$ cat config.mk
export PLATFORM = sky130hd
export DESIGN_NAME = alu_stage
export DESIGN_NICKNAME = d
export VERILOG_FILES = /design/src/rtl/alu_stage_pkg.sv /design/src/rtl/alu_stage_cond_check.sv /design/src/rtl/alu_stage.sv
export SDC_FILE = /design/constraint.sdc
export NUM_CORES = 1
export LEC_CHECK = 0
export CAP_MARGIN = 20
export CORE_ASPECT_RATIO = 1.5
export CORE_UTILIZATION = 25
export DETAILED_ROUTE_END_ITERATION = 7
export GPL_ROUTABILITY_DRIVEN = 0
export PLACE_DENSITY = 0.46
export SKIP_LAST_GASP = 1
export SYNTH_ARGS = -nofsm -noshare
export SYNTH_HDL_FRONTEND = slang
export SYNTH_SLANG_ARGS = --single-unit
export TNS_END_PERCENT = 20
$ cat constraint.sdc
create_clock -name clk -period 6.9 [get_ports clk]
set_clock_uncertainty 0.1 [all_clocks]
set_input_delay 1.035 -clock clk [delete_from_list [all_inputs] [get_ports clk]]
set_output_delay 1.035 -clock clk [all_outputs]
set_load 0.02 [all_outputs]
$ cat src/rtl/alu_stage_pkg.sv
// Shared encodings for the ALU stage: DP opcodes, ARM condition codes and NZCV bit positions.
package alu_stage_pkg;

    typedef enum logic [3:0] {
        OpAnd = 4'h0, OpEor = 4'h1, OpSub = 4'h2, OpRsb = 4'h3,
        OpAdd = 4'h4, OpAdc = 4'h5, OpSbc = 4'h6, OpRsc = 4'h7,
        OpTst = 4'h8, OpTeq = 4'h9, OpCmp = 4'hA, OpCmn = 4'hB,
        OpOrr = 4'hC, OpMov = 4'hD, OpBic = 4'hE, OpMvn = 4'hF
    } alu_op_e;

    typedef enum logic [3:0] {
        CondEq = 4'h0, CondNe = 4'h1, CondCs = 4'h2, CondCc = 4'h3,
        CondMi = 4'h4, CondPl = 4'h5, CondVs = 4'h6, CondVc = 4'h7,
        CondHi = 4'h8, CondLs = 4'h9, CondGe = 4'hA, CondLt = 4'hB,
        CondGt = 4'hC, CondLe = 4'hD, CondAl = 4'hE, CondNv = 4'hF
    } cond_e;

    localparam int unsigned FlagN = 3;
    localparam int unsigned FlagZ = 2;
    localparam int unsigned FlagC = 1;
    localparam int unsigned FlagV = 0;

    // TST/TEQ/CMP/CMN occupy 4'b10xx: no writeback, flags always updated.
    function automatic logic is_test_op(input logic [3:0] op);
        return op[3:2] == 2'b10;
    endfunction

endpackage

$ cat src/rtl/alu_stage_cond_check.sv
// Combinational ARM condition-code evaluation against an NZCV value.
module alu_stage_cond_check
    import alu_stage_pkg::*;
(
    input  logic [3:0] cond,
    input  logic [3:0] nzcv,
    output logic       pass
);

    logic n, z, c, v;

    assign n = nzcv[FlagN];
    assign z = nzcv[FlagZ];
    assign c = nzcv[FlagC];
    assign v = nzcv[FlagV];

    always_comb begin
        pass = 1'b0;
        unique case (cond)
            CondEq: pass = z;
            CondNe: pass = !z;
            CondCs: pass = c;
            CondCc: pass = !c;
            CondMi: pass = n;
            CondPl: pass = !n;
            CondVs: pass = v;
            CondVc: pass = !v;
            CondHi: pass = c & !z;
            CondLs: pass = !c | z;
            CondGe: pass = (n == v);
            CondLt: pass = (n != v);
            CondGt: pass = !z & (n == v);
            CondLe: pass = z | (n != v);
            CondAl: pass = 1'b1;
            CondNv: pass = 1'b0;
        endcase
    end

endmodule

$ cat src/rtl/alu_stage.sv
// Registered ARM data-processing ALU stage with NZCV flag register and valid/ready output.
// Optional ADD/SUB saturation and sticky Q flag are enabled by defining ALU_SAT_EN.
module alu_stage
    import alu_stage_pkg::*;
#(
    parameter int unsigned WIDTH    = 32,
    parameter logic [3:0]  FLAG_RST = 4'b0
) (
    input  logic             clk,
    input  logic             reset_n,
    input  logic             in_valid,
    output logic             in_ready,
    input  logic [3:0]       opcode,
    input  logic [3:0]       cond,
    input  logic             set_flags,
    input  logic [WIDTH-1:0] operand_a,
    input  logic [WIDTH-1:0] operand_b,
    input  logic             shifter_carry,
    input  logic             sat_en,
    input  logic             flags_wr,
    input  logic [3:0]       flags_wdata,
    output logic             out_valid,
    input  logic             out_ready,
    output logic [WIDTH-1:0] result,
    output logic             rd_we,
    output logic [3:0]       nzcv,
    output logic             q_flag
);

    logic             out_valid_q, rd_we_q, q_flag_q;
    logic [WIDTH-1:0] result_q;
    logic [3:0]       nzcv_q;

    logic             accept, pass, is_test, upd_flags;
    logic             is_arith, add_cin, add_ovf, sat_hit;
    logic [WIDTH-1:0] add_x, add_y, logic_res, alu_res;
    logic [WIDTH:0]   sum;
    logic [3:0]       nzcv_new;

    assign in_ready = !out_valid_q | out_ready;
    assign accept   = in_valid & in_ready;

    alu_stage_cond_check u_cond_check (
        .cond (cond),
        .nzcv (nzcv_q),
        .pass (pass)
    );

    // Subtraction is a + ~b + 1, so the adder carry-out is directly NOT borrow.
    always_comb begin
        add_x    = operand_a;
        add_y    = operand_b;
        add_cin  = 1'b0;
        is_arith = 1'b1;
        unique case (opcode)
            OpAdd, OpCmn: add_cin = 1'b0;
            OpAdc:        add_cin = nzcv_q[FlagC];
            OpSub, OpCmp: begin add_y = ~operand_b; add_cin = 1'b1; end
            OpSbc:        begin add_y = ~operand_b; add_cin = nzcv_q[FlagC]; end
            OpRsb:        begin add_x = operand_b; add_y = ~operand_a; add_cin = 1'b1; end
            OpRsc:        begin add_x = operand_b; add_y = ~operand_a; add_cin = nzcv_q[FlagC]; end
            default:      is_arith = 1'b0;
        endcase
    end

    assign sum     = {1'b0, add_x} + {1'b0, add_y} + {{WIDTH{1'b0}}, add_cin};
    assign add_ovf = (add_x[WIDTH-1] == add_y[WIDTH-1]) & (sum[WIDTH-1] != add_x[WIDTH-1]);

    always_comb begin
        logic_res = '0;
        case (opcode)
            OpAnd, OpTst: logic_res = operand_a & operand_b;
            OpEor, OpTeq: logic_res = operand_a ^ operand_b;
            OpOrr:        logic_res = operand_a | operand_b;
            OpMov:        logic_res = operand_b;
            OpBic:        logic_res = operand_a & ~operand_b;
            OpMvn:        logic_res = ~operand_b;
            default:      logic_res = '0;
        endcase
    end

`ifdef ALU_SAT_EN
    assign sat_hit = sat_en & add_ovf & ((opcode == OpAdd) | (opcode == OpSub));
`else
    logic unused_sat_en;
    assign unused_sat_en = sat_en;
    assign sat_hit       = 1'b0;
`endif

    // Overflow direction follows the first operand's sign.
    always_comb begin
        alu_res = logic_res;
        if (is_arith) begin
            if (sat_hit) begin
                alu_res = add_x[WIDTH-1] ? {1'b1, {(WIDTH-1){1'b0}}} : {1'b0, {(WIDTH-1){1'b1}}};
            end else begin
                alu_res = sum[WIDTH-1:0];
            end
        end
    end

    assign is_test   = is_test_op(opcode);
    assign upd_flags = is_test | set_flags;
    assign nzcv_new  = {alu_res[WIDTH-1], alu_res == '0,
                        is_arith ? sum[WIDTH] : shifter_carry,
                        is_arith ? add_ovf : nzcv_q[FlagV]};

    always_ff @(posedge clk) begin
        if (!reset_n) begin
            out_valid_q <= 1'b0;
            rd_we_q     <= 1'b0;
            result_q    <= '0;
            nzcv_q      <= FLAG_RST;
            q_flag_q    <= 1'b0;
        end else begin
            if (accept) begin
                out_valid_q <= 1'b1;
                rd_we_q     <= pass & !is_test;
                result_q    <= pass ? alu_res : '0;
            end else if (out_ready) begin
                out_valid_q <= 1'b0;
            end
            if (flags_wr) begin
                nzcv_q <= flags_wdata;
            end else if (accept & pass & upd_flags) begin
                nzcv_q <= nzcv_new;
            end
            if (accept & pass & sat_hit) begin
                q_flag_q <= 1'b1;
            end
        end
    end

    assign out_valid = out_valid_q;
    assign result    = result_q;
    assign rd_we     = rd_we_q & out_valid_q;
    assign nzcv      = nzcv_q;
    assign q_flag    = q_flag_q;

endmodule

* After elaboration in Yosys (flattened, before gate mapping) *
Index checks and enable logic that the tools add are counted.

operators by class
  reductions and logical operators = 20
  bitwise logic cells = 18
  add/subtract/negate cells = 2
  multiplexer cells = 14
  equality and inequality tests = 35

operators with widths
  operator            number
  $pmux 32 s6         1
  $mux 32             3
  $and 32x32->32      2
  $eq 4x4->1 const B  16
  $not 32->32         2
  $pmux 32 s2         1
  $add 32x32->33      1
  $add 33x1->33       1
  $eq 4x3->1 const B  8
  $logic_not 32->1    1
  $or 32x32->32       1
  $xor 32x32->32      1
  $eq 4x2->1 const B  4
  $pmux 1 s16         1
  $reduce_or 3->1     3
  $and 1x1->1         8
  $eq 4x1->1 const B  2
  $logic_not 4->1     2
  $mux 4              2
  $reduce_or 8->1     1
  $logic_not 1->1     6
  $reduce_bool 2->1   3
  $reduce_or 2->1     3
  $mux 1              5
  other kinds (6)     11

word-level totals
  output and inout bits = 40
  bits of input ports = 84
  register bits after elaboration = 38
  logic and storage cells = 94

* Longest topological paths before layout *
  word-level depth = 10
  mapped depth = 22
  depth with buffers taken out = 18

* Hierarchy *
A second synthesis with hierarchy kept.

unflattened totals
  cells, all modules = 1,066
  area total of the unflattened synthesis = 6,920.4 µm²

by module, submodules not included
  module                area each (µm²)  seq. area each (µm²)  times used  cells an instance
  alu_stage             6,765.2          760.7                 1           1,043
  alu_stage_cond_check  155.1            0.0                   1           23

* Worst setup path before layout *
No wires, ideal clock.

  kind = input port to flip-flop
  start = input opcode[0]
  end = register nzcv_q[2], in the netlist nzcv[2]
  setup time = 59 ps
  cell stages on the path = 21
  setup slack = 1,239 ps
  arrival time = 5,502 ps
  path buffers = 4
  required time = 6,741 ps
  path through = buf_2 > buf_2 > buf_1 > nor3_1 > o21bai_1 > clkbuf_1 > nor2_1 > a211oi_1 > fa_1 > inv_1 > fa_1 > a21oi_1 > o221a_2 > o21bai_4 > a41oi_4 > nor4_1 > a211o_1 > a2111oi_1 > nand4_1 > nor4_2 > a32o_2

on the way
  word-level cells in the longest chain between the ends = 9
  elaborated cells between the ends (all ways) = 34
  classes of those cells = add/sub (2); eq/ne (15); mux (8); reduce/logical (9)

ends and longest elaborated chain
  item                                                                 line              text
  start, declared                                                      alu_stage.sv:13   input logic [3:0] opcode,
  $eq 4x3->1 (tied with other cells)                                   alu_stage.sv:55   unique case (opcode)
  $reduce_or 3->1 (no line) / $reduce_or 2->1 (equally long branches)  -
  $pmux 32 s2 / $mux 32 (equally long branches)                        alu_stage.sv:55
  $add 32x32->33                                                       alu_stage.sv:66   assign sum = {1'b0, add_x} + {1'b0, add_y} + {{WIDTH{1'b0}}, add_cin};
  $add 33x1->33                                                        alu_stage.sv:66
  $mux 32 (*)                                                          alu_stage.sv:93   if (is_arith) begin
  $logic_not 32->1 (*)                                                 alu_stage.sv:104  assign nzcv_new = {alu_res[WIDTH-1], alu_res == '0,
  $mux 4 (*)                                                           alu_stage.sv:125  end else if (accept & pass & upd_flags) begin
  $mux 4 (*)                                                           alu_stage.sv:123  if (flags_wr) begin
  end signal, assigned                                                 alu_stage.sv:124  nzcv_q <= flags_wdata;
  end signal, assigned                                                 alu_stage.sv:126  nzcv_q <= nzcv_new;
  end, declared                                                        alu_stage.sv:32   logic [3:0] nzcv_q;

Every way passes the cells marked *; elsewhere a longest branch is shown, timed or not. The select of a mux whose other input is x is not followed.
A chain may end at the register's enable or synchronous reset.

* Final worst setup path *
  start = input opcode[2]
  end = register nzcv_q[2], in the netlist nzcv[2]

on the way
  word-level cells in the longest chain between the ends = 9
  elaborated cells between the ends (all ways) = 38
  classes of those cells = add/sub (2); eq/ne (16); mux (8); bitwise (2); reduce/logical (10)

ends and longest elaborated chain
  item                                                                 line
  $eq 4x3->1 (tied with other cells)                                   alu_stage.sv:55
  $reduce_or 3->1 (no line) / $reduce_or 2->1 (equally long branches)  -
  $pmux 32 s2 / $mux 32 (equally long branches)                        alu_stage.sv:55
  $add 32x32->33                                                       alu_stage.sv:66
  $add 33x1->33                                                        alu_stage.sv:66
  $mux 32                                                              alu_stage.sv:93
  $logic_not 32->1                                                     alu_stage.sv:104
  $mux 4                                                               alu_stage.sv:125
  $mux 4                                                               alu_stage.sv:123

Several ways; a longest one is shown, not always the timed one. The select of a mux whose other input is x is not followed.

==> metrics <==
Clk pwr share 0.203; max_cap viols 0; first-pass GRT wire length 44.37 mm; largest net degree at the start of global routing 62; Comb pwr share 0.609; Util after Layout 0.3172; clk root buf clkbuf_16; Ant. Diodes 0; net count after synthesis 1223; P&R area growth vs syn 24.06%; Hold-fix buffers, CTS 0; Setup TNS Final 0 ps; final wirelength 28.81 mm; core area 0.02731 mm2; peak supply drop 0.07609 mV; drt initial violations 584; WP data required 7030 ps; EDFF count, synth 0; Sw Ratio 0.4442; Seq cells post-synth 38; final critical-path share of the clock period 0.8615; Yosys warning total 0; Avg Cell Area, Syn 6.503 um2; setup violators final 0; RSZ-0062 raised after global routing false; post-cts gate resize count 0; Remaining DRCs 16; crit path max fanout 7; Fmax achieved 168.2 MHz; die width 138.5 um; clock sink total 38; Clk pin slew, worst setup/hold paths 60 ps; Synth Flop Type dfxtp_1; die area 0.02862 mm2; Hold Vio Cnt, Final 0; cell area power density 150.0 mW/mm2; WP data arrival 6070 ps; status finished, violations left; CP Cell Sequence clkdlybuf4s50_1 > and2_1 > nor3_2 > o21bai_2 > nor2_1 > a211oi_1 > fa_1 > inv_1 > fa_1 > a21oi_1 > o221a_2 > o21bai_4 > a41oi_4 > xor2_1 > o221ai_1 > a2111oi_0 > nand4_1 > nor4_2 > a32o_2; worst slew pin tran 1049 ps; Critical Path Start Type input pin; critical path class input pin to flop; ys async rst share 0; share of cells above drive strength 1 0.05373; Net Switching 577.3 uW; total number of vias 7995; Pint 722.2 uW; Worst setup EP type flop; Final #Nets 1302; Critical-path top delay cell a2111oi_0; fin crit period 5944 ps; Syn Std Cell Area 0.006984 mm2; critical path's most frequent cell fa_1; worst min path class flop to flop; number of routed nets with antenna violations 0; row cnt 74; # fillers 2950; vias per inst 5.344; Initial Util 0.2557; Finished Layout Cells 1496; initial antenna violation count 0; Max stage delay on crit path 540 ps; max-slew violation count 0; Yosys cell types 88; clock buffer depth 2; total CTS buffers 5; kind of cell adding the most delay to the critical path compound AO/OA/AOI/OAI gates; Slew HR 0.3006; CTS tree done; Post-DP HPWL 22.51 mm; H-tree Lvls 2; setup bufs post-CTS 0; LEAKAGE 0.003512 uW; PortBufs 121; Pre-antenna DRT Iters 7; synthesized instance count 1074; worst path bufs/invs 2; worst skew pair latency 280 ps; Avg WL per Cell 19.26 um; failing checks DRC; placed cell count 1488; vias in the first global route 7696; IO Count 124; Die H 206.7 um; register area share after synthesis 0.1089; total track usage 0.2001; Seq pwr share 0.189; gr ovfl total 0
## power groups by stage
stage	clock network (uW)	registers (uW)	logic, uW
floorplan	0	264	494
global placement	0	250	783
detailed placement	0	250	787
CTS	269	246	791
global route	279	247	871
finish	263	245	791
## through the flow
stage	cell area [um2]	total power (uW)	setup slack [ps]	hold slack (ps)
global placement	8498	1033	786.6	345.2
CTS	8665	1306	1068	364.3
global route	8665	1397	549.0	386.0
floorplan	6984	758.4	1239	420.0
detailed placement	8498	1038	809.0	356.1
finish	8665	1300	955.6	356.6
## state kept, by name, indices dropped and copies added, names as in the netlist
signal and count:
nzcv 4, out_valid 1, rd_we_q 1, result 32
## kinds of logic (layout without fill, tap and decap cells)
kind of cell | Yosys count | in the layout | synth area share
buf+inv | 158 | 238 | 0.09047
compound gates | 407 | 407 | 0.3800
flops | 38 | 38 | 0.1089
xor+xnor | 28 | 28 | 0.03511
other cells | 1 | 1 | 0.0005369
simple gates | 366 | 366 | 0.2504
mux | 11 | 11 | 0.01594
fa+ha+maj | 65 | 65 | 0.1186
## metal layers
layer,vias to the layer above,wire [um],GRT usage
met5,-,0,0
met4,0,1138,0.07745
met3,47,923,0.01730
met2,178,15510,0.3985
met1,3754,11250,0.2172
li1,4016,-,-
## worst reg2reg max path, stage by stage, from the launching register on
cell	delay, ps
dfxtp_1	390
a21oi_1	170
nor2_1	50
a21oi_1	180
fa_1	240
inv_1	70
fa_1	490
a21oi_1	230
o221a_2	300
o21bai_4	110
a41oi_4	310
xor2_1	170
o221ai_1	260
a2111oi_0	540
nand4_1	210
nor4_2	330
a32o_2	210
## synth_stat cells, types with 19 or more instances
cell type	number	share of area
a21oi_1	70	0.050
a22oi_1	20	0.021
and2_1	24	0.021
buf_2	22	0.016
clkbuf_1	43	0.023
dfxtp_1	38	0.11
ha_1	63	0.11
inv_1	83	0.045
nand2_1	150	0.081
nor2_1	63	0.034
nor2b_1	37	0.033
nor3_1	19	0.014
o21ai_0	148	0.11
## cell usage in the layout, fill, tap and decap left out, types with 6 or more instances in the layout
master	instances
a211o_1	11
a211oi_1	15
a21boi_0	6
a21o_1	11
a21oi_1	70
a221oi_1	7
a22oi_1	20
a31oi_1	6
and2_1	24
buf_4	26
clkdlybuf4s50_1	119
dfxtp_1	38
ha_1	63
inv_1	83
mux2i_1	10
nand2_1	150
nand2b_1	15
nand3_1	16
nand4_1	11
nor2_1	62
nor2b_1	37
nor3_1	18
o211ai_1	10
o21a_1	7
o21ai_0	148
o21ai_1	8
o221ai_1	8
o22ai_1	8
o31ai_1	16
or3_1	6
xnor2_1	17
xor2_1	11
## worst paths after layout
check,startpoint,endpoint,slack (ps),cells past startpoint
worst min-delay path,result[1]$_SDFFE_PN0P_,result[1]$_SDFFE_PN0P_,360,2
worst min register to register,result[1]$_SDFFE_PN0P_,result[1]$_SDFFE_PN0P_,360,2
worst max register to register,nzcv[1]$_SDFFE_PN0P_,nzcv[2]$_SDFFE_PN0P_,2500,16
worst max-delay path,opcode[2],nzcv[2]$_SDFFE_PN0P_,960,19
## final cells by class
| class | count | area, um2 | area share |
|---|---|---|---|
| inverter | 84 | 315.3 | 0.03639 |
| sequential | 38 | 760.7 | 0.08780 |
| clock inverter | 2 | 37.54 | 0.004332 |
| timing repair buffer | 146 | 1391 | 0.1606 |
| tap | 342 | 427.9 | 0.04939 |
| clock buffer | 6 | 128.9 | 0.01487 |
| multi-input combinational | 878 | 5603 | 0.6466 |
Note: power is estimated with default switching activity, not from simulation.
